===== config.mk =====
export PLATFORM = sky130hd
export DESIGN_NAME = keypad_encoder
export DESIGN_NICKNAME = d
export VERILOG_FILES = /design/src/rtl/keypad_pkg.sv /design/src/rtl/sync_2ff.sv /design/src/rtl/keypad_encoder.sv
export SDC_FILE = /design/constraint.sdc
export NUM_CORES = 1
export LEC_CHECK = 0
export CAP_MARGIN = 20
export CELL_PAD_IN_SITES_DETAIL_PLACEMENT = 1
export CELL_PAD_IN_SITES_GLOBAL_PLACEMENT = 2
export CORE_ASPECT_RATIO = 1.4
export CORE_MARGIN = 8
export CORE_UTILIZATION = 38
export CTS_CLUSTER_SIZE = 25
export DETAILED_ROUTE_END_ITERATION = 16
export GPL_ROUTABILITY_DRIVEN = 0
export HOLD_SLACK_MARGIN = 0.06
export PLACE_DENSITY_LB_ADDON = 0.1
export RECOVER_POWER = 25
export SYNTH_ARGS = -nofsm -noshare
export SYNTH_HDL_FRONTEND = slang
export SYNTH_SLANG_ARGS = --single-unit

===== constraint.sdc =====
create_clock -name clk -period 16.3 [get_ports clk]
set_input_delay 4.89 -clock clk [delete_from_list [all_inputs] [get_ports clk]]
set_output_delay 4.89 -clock clk [all_outputs]
set_load 0.005 [all_outputs]

===== src/rtl/keypad_pkg.sv =====
// Shared definitions for the front-panel keypad path: FSM encoding,
// seconds-tens limit, default debounce length and key encode helpers.
package keypad_pkg;

    typedef enum logic [1:0] {
        IDLE     = 2'd0,
        DEBOUNCE = 2'd1,
        ACCEPT   = 2'd2,
        RELEASE  = 2'd3
    } key_state_t;

    localparam logic [3:0]  MAX_S_TENS       = 4'd5;
    localparam int unsigned DEBOUNCE_DEFAULT = 4;

    // True when exactly one key bit is set.
    function automatic logic is_onehot(input logic [9:0] keys);
        int unsigned ones;
        ones = 0;
        for (int unsigned i = 0; i < 10; i++) begin
            if (keys[i]) ones++;
        end
        return (ones == 1);
    endfunction

    // One-hot key pattern to BCD digit; only meaningful for one-hot input.
    function automatic logic [3:0] onehot_to_bcd(input logic [9:0] keys);
        logic [3:0] code;
        code = '0;
        for (int unsigned i = 0; i < 10; i++) begin
            if (keys[i]) code = 4'(i);
        end
        return code;
    endfunction

endpackage


===== src/rtl/sync_2ff.sv =====
// Two-flop synchroniser for asynchronous front-panel inputs.
module sync_2ff #(
    parameter int unsigned WIDTH = 10
) (
    input  logic             clk,
    input  logic             rst,
    input  logic [WIDTH-1:0] d,
    output logic [WIDTH-1:0] q
);

    logic [WIDTH-1:0] meta;

    // Two-stage capture of the raw inputs into the clk domain.
    always_ff @(posedge clk) begin
        if (rst) begin
            meta <= '0;
            q    <= '0;
        end else begin
            meta <= d;
            q    <= meta;
        end
    end

endmodule


===== src/rtl/keypad_encoder.sv =====
// Keypad scan front end: synchronise, debounce, encode to BCD and shift
// accepted digits into the M:SS cooking-time register.
module keypad_encoder
    import keypad_pkg::*;
#(
    parameter int unsigned DEBOUNCE_CYCLES = DEBOUNCE_DEFAULT
) (
    input  logic       clk,
    input  logic       rst,
    input  logic [9:0] keypad,
    input  logic       clear,
    input  logic       lock,
    output logic [3:0] min,
    output logic [3:0] s_tens,
    output logic [3:0] s_ones,
    output logic       digit_valid,
    output logic       key_reject
);

    localparam int unsigned CW = $clog2(DEBOUNCE_CYCLES + 1);
    localparam logic [CW-1:0] LAST_COUNT = CW'(DEBOUNCE_CYCLES - 1);

    key_state_t    state, state_next;
    logic [9:0]    ks;
    logic [9:0]    cap, cap_next;
    logic [CW-1:0] cnt, cnt_next;

    sync_2ff #(.WIDTH(10)) u_sync (
        .clk (clk),
        .rst (rst),
        .d   (keypad),
        .q   (ks)
    );

    // FSM state, captured key pattern and debounce count registers.
    always_ff @(posedge clk) begin
        if (rst) begin
            state <= IDLE;
            cap   <= '0;
            cnt   <= '0;
        end else begin
            state <= state_next;
            cap   <= cap_next;
            cnt   <= cnt_next;
        end
    end

    // Next-state logic: capture a single key, require it stable, then wait for release.
    always_comb begin
        state_next = state;
        cap_next   = cap;
        cnt_next   = cnt;
        case (state)
            IDLE: begin
                if (is_onehot(ks)) begin
                    cap_next   = ks;
                    cnt_next   = CW'(1);
                    state_next = DEBOUNCE;
                end
            end
            DEBOUNCE: begin
                if (ks == cap) begin
                    if (cnt == LAST_COUNT) begin
                        state_next = ACCEPT;
                    end else if (cnt != '1) begin
                        cnt_next = cnt + CW'(1);
                    end
                end else begin
                    state_next = IDLE;
                end
            end
            ACCEPT: begin
                state_next = RELEASE;
            end
            RELEASE: begin
                if (ks == '0) state_next = IDLE;
            end
            default: begin
                state_next = IDLE;
            end
        endcase
    end

    // Time register and event pulses; clear wins, then lock, then the range check.
    always_ff @(posedge clk) begin
        if (rst) begin
            min         <= '0;
            s_tens      <= '0;
            s_ones      <= '0;
            digit_valid <= 1'b0;
            key_reject  <= 1'b0;
        end else begin
            digit_valid <= 1'b0;
            key_reject  <= 1'b0;
            if (clear) begin
                min    <= '0;
                s_tens <= '0;
                s_ones <= '0;
            end else if (state == ACCEPT && !lock) begin
                // s_ones moves into s_tens, so it must not exceed the seconds-tens limit
                if (s_ones > MAX_S_TENS) begin
                    key_reject <= 1'b1;
                end else begin
                    min         <= s_tens;
                    s_tens      <= s_ones;
                    s_ones      <= onehot_to_bcd(cap);
                    digit_valid <= 1'b1;
                end
            end
        end
    end

endmodule

==> flow_metrics.py, run 1 <==
metrics = {
    "worst_setup_path": {
        "worst-r2r-cell-count": 28,
        "end_kind": "flip-flop",
        "r2r-end": "cap[8]$_SDFFE_PP0P_",
        "critPathMaxStageDelay_ns": 1.23,
        "cpMaxStageDelayCell": "clkbuf_1",
        "path_class": "input port to flip-flop",
        "path_buf_inv": 2,
        "cpLargestDelayFamily": "buffers and inverters",
        "cp.depth": 4,
        "startpoint_type": "input port",
        "r2r-start": "u_sync.q[1]$_SDFF_PP0_",
        "startpoint": "rst",
        "cp-endpoint": "key_reject$_SDFF_PP0_",
        "crit_chain": "dlygate4sd3_1, clkbuf_1, or2_2, nor3_1",
        "cp.arrival_ns": 7.23,
        "r2r_setup_slack_ns": 9.97,
        "cp_data_required_time_ns": 16.49,
        "worstPathMaxFanout": 48,
    },
    "power": {
        "p_int_uw": 205,
        "swShare_pct": 30.0,
        "p_seq_share_pct": 45.3,
        "p_comb_share_pct": 23.8,
        "power_density_nw_per_um2": 89.2,
        "pwr-share-clk_pct": 30.9,
        "netSwitchingPower_uw": 88.0,
        "total_power_uw": 293,
        "p_leak_nw": 1.24,
        "ir_worst_vdd_v": 0.0000766,
    },
    "die": {
        "row_count": 37,
        "coreArea_um2": 7360,
        "io_pins": 28,
        "fp.dieW_um": 89.6,
        "die_h_um": 119,
        "initial_core_util_pct": 39.1,
        "die_area_um2": 10700,
    },
    "placed_design": {
        "dpl-instance-area_um2": 3180,
        "dp_hpwl_um": 5110,
        "pre_cts_ws_ns": 9.84,
        "port_buffers": 27,
        "dp_cells": 433,
    },
    "yosys": {
        "syn_area_um2": 2880,
        "synth_flop_cell": "dfxtp_1",
        "ys_types": 57,
        "avgSynthCellArea_um2": 8.80,
        "ys_seq_area_share_pct": 34.1,
        "async_flop_share_pct": 0,
        "yosys_register_bits": 49,
        "synth_fp_nets": 353,
        "synth-edff-count": 0,
        "ys_warn_count": 0,
        "postSynthCellCount": 327,
    },
    "route": {
        "wl_per_cell_um": 15.3,
        "drc_errors": 0,
        "routed_wl_um": 6730,
        "drtAntennaViolNets": 0,
        "drt_pass1_iterations": 4,
        "viasPerCell": 5.18,
        "dr.first_iter.drc_count": 36,
        "vias": 2286,
    },
    "global_route": {
        "grt_pass1_vias": 2460,
        "grt_remaining_overflow": 0,
        "grt_pass1_wl_um": 11600,
        "antenna_found_initial": 0,
        "grt_max_degree": 49,
        "track_usage_pct": 13.8,
    },
    "clocking": {
        "clock_latency_ns": 0.31,
        "post_cts_buffers": 0,
        "cts.path.max_buffers": 2,
        "clk_pin_slew_ns": 0.09,
        "cts_tree": "built",
        "cts-root-buf": "clkbuf_8",
        "cts_htree_levels": 2,
        "clock_sinks": 49,
        "cts-buffers-inserted": 5,
        "cts_hold_buf": 0,
        "post_cts_resized": 0,
    },
    "timing": {
        "fmax_ghz": 0.142,
        "setup_violations": 0,
        "timing.hold.ws_ns": 0.451,
        "fin_crit_sh_pct": 43.2,
        "min_period_ns": 7.04,
        "rsz0062_at_grt": "no",
        "skew_ns": 0.00809,
        "maxSlewViolCount": 49,
        "tightest_slew_ns": 1.73,
        "maxSlewHeadroom_pct": -15.0,
        "finalSetupTns_ns": 0,
        "fin_ws_ns": 9.26,
        "hold_viol": 0,
    },
    "layout": {
        "post-route-util_pct": 44.7,
        "layout.cells.non_filler": 441,
        "syn_to_final_growth_pct": 14.3,
        "drive_gt1_share_pct": 6.40,
        "postLayoutCellArea_um2": 3290,
        "fin_nets": 369,
        "antenna_cells": 0,
    },
    "hold_path": {
        "hold_class": "flip-flop to flip-flop",
    },
    "run_status": {
        "violations": "capacitance limit, slew limit",
        "status": "complete, but fails checks",
    },
    "job": {
        "cap_violations": 1,
    },
}
how the worst min path moves through the flow:
stage,from,to,slack (ns),depth (start not counted)
after detailed placement,u_sync.meta[9]$_SDFF_PP0_,u_sync.q[9]$_SDFF_PP0_,0.43,1
after global routing,u_sync.meta[6]$_SDFF_PP0_,u_sync.q[6]$_SDFF_PP0_,0.47,1
after CTS,u_sync.meta[9]$_SDFF_PP0_,u_sync.q[9]$_SDFF_PP0_,0.45,1
after global placement,u_sync.meta[3]$_SDFF_PP0_,u_sync.q[3]$_SDFF_PP0_,0.42,1
after floorplan,u_sync.meta[0]$_SDFF_PP0_,u_sync.q[0]$_SDFF_PP0_,0.41,1
final,u_sync.meta[4]$_SDFF_PP0_,u_sync.q[4]$_SDFF_PP0_,0.45,1
synth_stat cells (4+ instances only):
library cell  count  area, um^2
clkbuf_1         13        48.8
a21oi_1          19        95.1
nor3_1            8        40.0
nand2b_1         23         144
ha_1             12         150
inv_1            13        48.8
xor2_1           13         114
nor2b_1          22         138
xnor2_1          10        87.6
nand3_1           4        20.0
nor4_1            7        43.8
o31ai_1           4        30.0
nor2_1           18        67.6
nand2_1          34         128
o21ai_0           7        35.0
nand3b_1          5        37.5
dfxtp_1          49         981
mux2i_1          11         110
placed cells by master, fill, tap and decap left out, types with 3 or more instances in the layout:
cell type / Yosys / final
nand3_1: 4 / 4
nor3_1: 8 / 8
o21ai_0: 7 / 7
dfxtp_1: 49 / 49
clkbuf_8: 0 / 5
xnor2_1: 10 / 10
inv_1: 13 / 13
clkdlybuf4s50_1: 0 / 26
or2_2: 3 / 3
nor2_1: 18 / 18
nor4b_1: 3 / 3
nand3b_1: 5 / 5
xnor3_1: 3 / 3
nand2_1: 34 / 34
nor2b_1: 22 / 22
a21oi_1: 19 / 19
o31ai_1: 4 / 4
nor4_1: 7 / 7
mux2i_1: 11 / 11
nand2b_1: 23 / 23
a211oi_1: 3 / 3
ha_1: 12 / 12
a31oi_1: 3 / 3
xor2_1: 13 / 13
o211ai_1: 3 / 3
area by class of cell:
class / count / area [um^2]
Clock buffer: 5 / 68.8
Clock inverter: 3 / 47.5
Fill cell: 893 / 4070
Inverter: 14 / 55.1
Multi-Input combinational cell: 245 / 1740
Sequential cell: 49 / 981
Tap cell: 97 / 121
Timing Repair Buffer: 28 / 274
power groups by stage:
stage          clock [mW]  sequential (mW)  combinational (mW)
6_report           0.0906            0.133              0.0699
3_3_place_gp            0            0.136              0.0704
4_1_cts            0.0947            0.133              0.0715
3_5_place_dp            0            0.136              0.0712
5_1_grt            0.0985            0.134              0.0794
2_1_floorplan           0            0.131              0.0629
state kept, by name (all words and copies together), names as in the netlist, named ones only:
name / cells
s_tens: 4
state: 1
min: 4
digit_valid: 1
u_sync.q: 10
s_ones: 4
cnt: 3
u_sync.meta: 10
key_reject: 1
cap: 10
kinds of logic after synthesis:
kind of cell             Yosys count  synth area share [%]
multiplexers                      12                  4.61
buffers and inverters             33                  5.43
AND/OR/NAND/NOR                  139                  26.6
adder cells (fa/ha/maj)           12                  5.22
AO/OA/AOI/OAI                     53                  12.5
XOR/XNOR                          29                  11.6
flip-flops                        49                  34.1
per-layer routing:
layer	up-vias	track usage [%]	share of wire, %
met5	-	0	0
met4	0	5.02	2.1
met3	8	2.75	2.5
met2	26	25.2	53
met1	1094	14.8	42
li1	1158	-	-
Note: power is estimated with default switching activity, not from simulation.
==> inputs of run 2 (changes only) <==
- CORE_UTILIZATION: 38 -> 35
- clock period: 16.3 -> 7.1 ns (I/O delays scaled with it)
==> run 2 against run 1 <==
  * The run still ends with capacitance limit, slew limit left
  * Utilization decreased by 3.0 points
  * Largest cell class unchanged
  * Sequential power increased by 130%
  * Global-route usage decreased by 0.87 points
  * First-iteration DRC count increased by 17%
  * Final area increased by 2.0%
  * Routed wire length increased by 3.2%
==> flow_metrics.py, run 2 (synthesis gave the netlist of run 1 again) <==
metrics = {
    "worst_setup_path": {
        "r2r-start": "u_sync.q[0]$_SDFF_PP0_",
        "path_class": "flip-flop to flip-flop",
        "worstPathMaxFanout": 13,
        "end_kind": "flip-flop",
        "cp_data_required_time_ns": 7.32,
        "r2r_setup_slack_ns": 0.92,
        "worst-r2r-cell-count": 28,
        "cpMaxStageDelayCell": "dfxtp_1",
        "critPathMaxStageDelay_ns": 0.43,
        "r2r-end": "cap[4]$_SDFFE_PP0P_",
        "cp.arrival_ns": 6.40,
        "critPathMostFrequentCell": "ha_1",
        "startpoint_type": "flip-flop",
    },
    "clocking": {
        "cts_tree": "built",
        "clk_pin_slew_ns": 0.07,
        "clock_latency_ns": 0.29,
        "post_cts_resized": 0,
        "cts_htree_levels": 2,
        "post_cts_buffers": 0,
        "cts-root-buf": "clkbuf_16",
        "cts.path.max_buffers": 2,
        "cts-buffers-inserted": 5,
        "clock_sinks": 49,
        "cts_hold_buf": 0,
    },
    "timing": {
        "fin_crit_sh_pct": 87.1,
        "setup_violations": 0,
        "fmax_ghz": 0.162,
        "skew_ns": 0.00453,
        "finalSetupTns_ns": 0,
        "min_period_ns": 6.18,
        "rsz0062_at_grt": "no",
        "timing.hold.ws_ns": 0.435,
        "hold_viol": 0,
        "tightest_slew_ns": 1.73,
        "maxSlewHeadroom_pct": -15.4,
        "maxSlewViolCount": 49,
    },
    "hold_path": {
        "worstHoldPathCells": 1,
        "hp-start": "u_sync.meta[5]$_SDFF_PP0_",
        "hold_class": "flip-flop to flip-flop",
        "min_to": "u_sync.q[5]$_SDFF_PP0_",
    },
    "placed_design": {
        "dp_hpwl_um": 5250,
        "port_buffers": 27,
    },
    "die": {
        "fp.dieW_um": 92.6,
        "initial_core_util_pct": 35.7,
        "row_count": 39,
        "io_pins": 28,
        "coreArea_um2": 8050,
        "die_h_um": 123,
        "die_area_um2": 11400,
    },
    "route": {
        "viasPerCell": 5.15,
        "dr.first_iter.drc_count": 42,
        "vias": 2296,
        "drc_errors": 0,
        "drt_pass1_iterations": 4,
        "routed_wl_um": 6940,
        "drtAntennaViolNets": 0,
        "wl_per_cell_um": 15.6,
    },
    "power": {
        "power_density_nw_per_um2": 221,
        "pwr-share-clk_pct": 37.2,
        "p_comb_share_pct": 21.7,
        "ir_worst_vdd_v": 0.000181,
        "p_leak_nw": 1.27,
        "p_seq_share_pct": 41.1,
        "swShare_pct": 28.1,
        "total_power_uw": 742,
        "p_int_uw": 534,
        "netSwitchingPower_uw": 208,
    },
    "global_route": {
        "grt_remaining_overflow": 0,
        "antenna_found_initial": 0,
        "grt_pass1_wl_um": 11800,
        "grt_max_degree": 49,
        "track_usage_pct": 12.9,
        "grt_pass1_vias": 2458,
    },
    "layout": {
        "layout_common_cells": "49 x dfxtp_1, 34 x nand2_1, 26 x clkdlybuf4s50_1",
        "layout_commonest_cell": "dfxtp_1",
        "post-route-util_pct": 41.6,
        "reg.largest.list": "cap (10), u_sync.meta (10), u_sync.q (10)",
        "fin_nets": 369,
        "nFillCells": 990,
        "syn_to_final_growth_pct": 16.5,
        "antenna_cells": 0,
        "drive_gt1_share_pct": 6.40,
    },
    "run_status": {
        "status": "complete, but fails checks",
        "violations": "capacitance limit, slew limit",
    },
    "job": {
        "cap_violations": 1,
    },
}
[run 2: cell type report]
cell class                 count  area [um^2]  area share, %
clock buffer                   5          125           3.73
clock inverter                 3         50.0           1.49
inverter                      14         55.1           1.64
multi-input combinational    245         1740           51.9
sequential                    49          981           29.3
tap                          102          128           3.81
timing repair buffer          28          274           8.17
[run 2: routing by layer]
metal	wire (um)	track usage [%]	part of all wire, %
met1	2950	13.6	43
met2	3720	24.7	54
met3	162	2.43	2.3
met4	103	4.95	1.5
met5	0	0	0
[run 2: worst max-delay path by stage]
stage	from	endpoint	slack, ns	cells past startpoint
2_1_floorplan	u_sync.q[0]$_SDFF_PP0_	cap[7]$_SDFFE_PP0P_	1.49	30
6_report	u_sync.q[0]$_SDFF_PP0_	cap[4]$_SDFFE_PP0P_	0.92	28
3_5_place_dp	u_sync.q[0]$_SDFF_PP0_	cap[7]$_SDFFE_PP0P_	0.87	28
5_1_grt	u_sync.q[0]$_SDFF_PP0_	cap[7]$_SDFFE_PP0P_	0.20	28
3_3_place_gp	u_sync.q[0]$_SDFF_PP0_	cap[9]$_SDFFE_PP0P_	1.05	28
4_1_cts	u_sync.q[0]$_SDFF_PP0_	cap[7]$_SDFFE_PP0P_	0.85	28
[run 2: power by group through the flow]
stage          registers, mW  logic [mW]  clock network (mW)
2_1_floorplan          0.302       0.144                   0
3_3_place_gp           0.312       0.160                   0
3_5_place_dp           0.312       0.163                   0
4_1_cts                0.306       0.164               0.286
5_1_grt                0.308       0.181               0.296
6_report               0.305       0.161               0.276
[run 2: critical path: cells and delay by family (launching register included)]
family / cells / cell delay [ns]
adders and majority gates: 8 / 2.64
muxes: 2 / 0.43
AOI/OAI and AO/OA: 7 / 1.09
DFF: 1 / 0.43
and+or+nand+nor: 7 / 1.13
xor gates and xnor gates: 1 / 0.18
buffers and inverters: 3 / 0.22
[run 2: through the flow]
step                      setup slack [ns]  std cells  instance area [um^2]
after floorplan                       1.49        327                  2880
after global placement                1.05        438                  3180
after detailed placement             0.875        438                  3180
after CTS                            0.853        446                  3360
after global routing                 0.199        446                  3350
final                                0.918        446                  3350
==> inputs of run 3 (changes only) <==
- CORE_ASPECT_RATIO: 1.4 -> unset
==> run 3 against run 2 <==
  * The flow still finishes with violations (capacitance limit, slew limit)
  * Clock-buffer cell count is the same
  * Fmax is 0.99% lower
  * Combinational power about the same
  * Clock power fell by 25%
  * Clock skew grew 0.0020 ns
  * Routed wire length down 1.4%
  * Critical path type unchanged
  * Largest cell class unchanged
  * Largest power group unchanged
==> flow_metrics.py, run 3 (synthesis gave the netlist of run 1 again) <==
metrics = {
    "clocking": {
        "clock_latency_ns": 0.30,
        "cts-buffers-inserted": 5,
        "post_cts_resized": 0,
        "clk_pin_slew_ns": 0.10,
        "cts-root-buf": "clkbuf_8",
        "cts_htree_levels": 2,
        "post_cts_buffers": 0,
        "clock_sinks": 49,
        "cts_tree": "built",
        "cts.path.max_buffers": 2,
        "cts_hold_buf": 0,
    },
    "global_route": {
        "grt_pass1_wl_um": 11400,
        "antenna_found_initial": 0,
        "grt_remaining_overflow": 0,
        "track_usage_pct": 12.4,
        "grt_max_degree": 49,
        "grt_pass1_vias": 2289,
    },
    "run_status": {
        "status": "complete, but fails checks",
        "violations": "capacitance limit, slew limit",
    },
    "worst_setup_path": {
        "startpoint": "u_sync.q[0]$_SDFF_PP0_",
        "end_kind": "flip-flop",
        "r2r-end": "cap[9]$_SDFFE_PP0P_",
        "critPathMaxStageDelay_ns": 0.44,
        "cpMaxStageDelayCell": "dfxtp_1",
        "worstPathMaxFanout": 13,
        "cp.arrival_ns": 6.47,
        "r2r-start": "u_sync.q[0]$_SDFF_PP0_",
        "cp-endpoint": "cap[9]$_SDFFE_PP0P_",
        "startpoint_type": "flip-flop",
        "worst-r2r-cell-count": 28,
        "cp_data_required_time_ns": 7.33,
        "critPathMostFrequentCell": "ha_1",
        "r2r_setup_slack_ns": 0.86,
        "path_class": "flip-flop to flip-flop",
    },
    "timing": {
        "fmax_ghz": 0.160,
        "tightest_slew_ns": 1.78,
        "skew_ns": 0.00657,
        "maxSlewViolCount": 49,
        "setup_violations": 0,
        "hold_viol": 0,
        "maxSlewHeadroom_pct": -18.7,
        "finalSetupTns_ns": 0,
        "min_period_ns": 6.24,
        "fin_crit_sh_pct": 87.9,
        "rsz0062_at_grt": "no",
    },
    "die": {
        "coreArea_um2": 8090,
        "row_count": 33,
        "die_h_um": 107,
        "fp.dieW_um": 107,
        "initial_core_util_pct": 35.6,
        "die_area_um2": 11400,
        "io_pins": 28,
    },
    "layout": {
        "syn_to_final_growth_pct": 14.7,
        "post-route-util_pct": 40.8,
        "layout_commonest_cell": "dfxtp_1",
        "layout_common_cells": "49 x dfxtp_1, 34 x nand2_1, 26 x clkdlybuf4s50_1",
        "drive_gt1_share_pct": 6.40,
        "antenna_cells": 0,
        "layout.cells.non_filler": 449,
        "fin_nets": 369,
        "nFillCells": 976,
        "reg.largest.list": "cap (10), u_sync.meta (10), u_sync.q (10)",
    },
    "route": {
        "wl_per_cell_um": 15.2,
        "drc_errors": 0,
        "viasPerCell": 5.04,
        "drt_pass1_iterations": 4,
        "dr.first_iter.drc_count": 63,
        "routed_wl_um": 6840,
        "drtAntennaViolNets": 0,
        "vias": 2265,
    },
    "placed_design": {
        "dp_hpwl_um": 5100,
        "dp_cells": 441,
        "port_buffers": 27,
    },
    "power": {
        "power_density_nw_per_um2": 203,
        "ir_worst_vdd_v": 0.0000915,
        "p_leak_nw": 1.24,
    },
    "hold_path": {
        "hold_class": "flip-flop to flip-flop",
    },
    "job": {
        "cap_violations": 1,
    },
}
-- run 3: cell count changes in the layout (fill, tap and decap cells not counted), sizes merged --
cell      delta
clkinv       -1
clkinvlp     +1
-- run 3: power by group --
| group | total [mW] | leakage, nW | switching, mW | internal (mW) |
|---|---|---|---|---|
| clock | 0.206 | 0.0563 | 0.0985 | 0.107 |
| combinational | 0.160 | 0.783 | 0.0828 | 0.0770 |
| sequential | 0.305 | 0.400 | 0.0176 | 0.288 |
| total | 0.671 | 1.24 | 0.199 | 0.472 |
-- run 3: layer usage --
metal / routed length, um / GRT usage [%] / up-vias / share of wire [%]
met5: 0 / 0 / - / 0
met4: 45 / 4.12 / 0 / 0.66
met3: 191 / 2.52 / 4 / 2.8
met2: 3450 / 21.3 / 20 / 50
met1: 3160 / 14.9 / 1086 / 46
li1: - / - / 1155 / -
-- run 3: critical path: cells and delay by family (launching register included) --
family,cells,cell delay [ns]
AO/OA/AOI/OAI,7,1.10
XOR/XNOR,1,0.18
adder cells (fa/ha/maj),8,2.66
buffers and inverters,3,0.22
flip-flops,1,0.44
multiplexers,2,0.42
AND/OR/NAND/NOR,7,1.16
-- run 3: worst min-delay path by stage --
stage | depth (start not counted) | slack, ns | to | start
finish | 1 | 0.44 | u_sync.q[2]$_SDFF_PP0_ | u_sync.meta[2]$_SDFF_PP0_
floorplan | 1 | 0.41 | u_sync.q[0]$_SDFF_PP0_ | u_sync.meta[0]$_SDFF_PP0_
detailed placement | 1 | 0.43 | u_sync.q[9]$_SDFF_PP0_ | u_sync.meta[9]$_SDFF_PP0_
CTS | 1 | 0.45 | u_sync.q[9]$_SDFF_PP0_ | u_sync.meta[9]$_SDFF_PP0_
global route | 1 | 0.46 | u_sync.q[2]$_SDFF_PP0_ | u_sync.meta[2]$_SDFF_PP0_
global placement | 1 | 0.42 | u_sync.q[3]$_SDFF_PP0_ | u_sync.meta[3]$_SDFF_PP0_
-- run 3: through the flow --
step	worst slack (ns)	hold WS, ns	area [um^2]	power (mW)
2_1_floorplan	1.49	0.414	2880	0.446
3_3_place_gp	1.07	0.417	3190	0.471
3_5_place_dp	0.823	0.425	3190	0.474
4_1_cts	0.778	0.451	3300	0.683
5_1_grt	0.273	0.463	3300	0.711
6_report	0.856	0.444	3300	0.671
-- run 3: area by class of cell --
cell class | instances | area, um^2 | area share [%]
timing repair buffer | 28 | 274 | 8.30
multi-input combinational | 245 | 1740 | 52.7
tap | 105 | 131 | 3.98
sequential | 49 | 981 | 29.7
clock inverter | 3 | 48.8 | 1.48
inverter | 14 | 55.1 | 1.67
clock buffer | 5 | 68.8 | 2.09
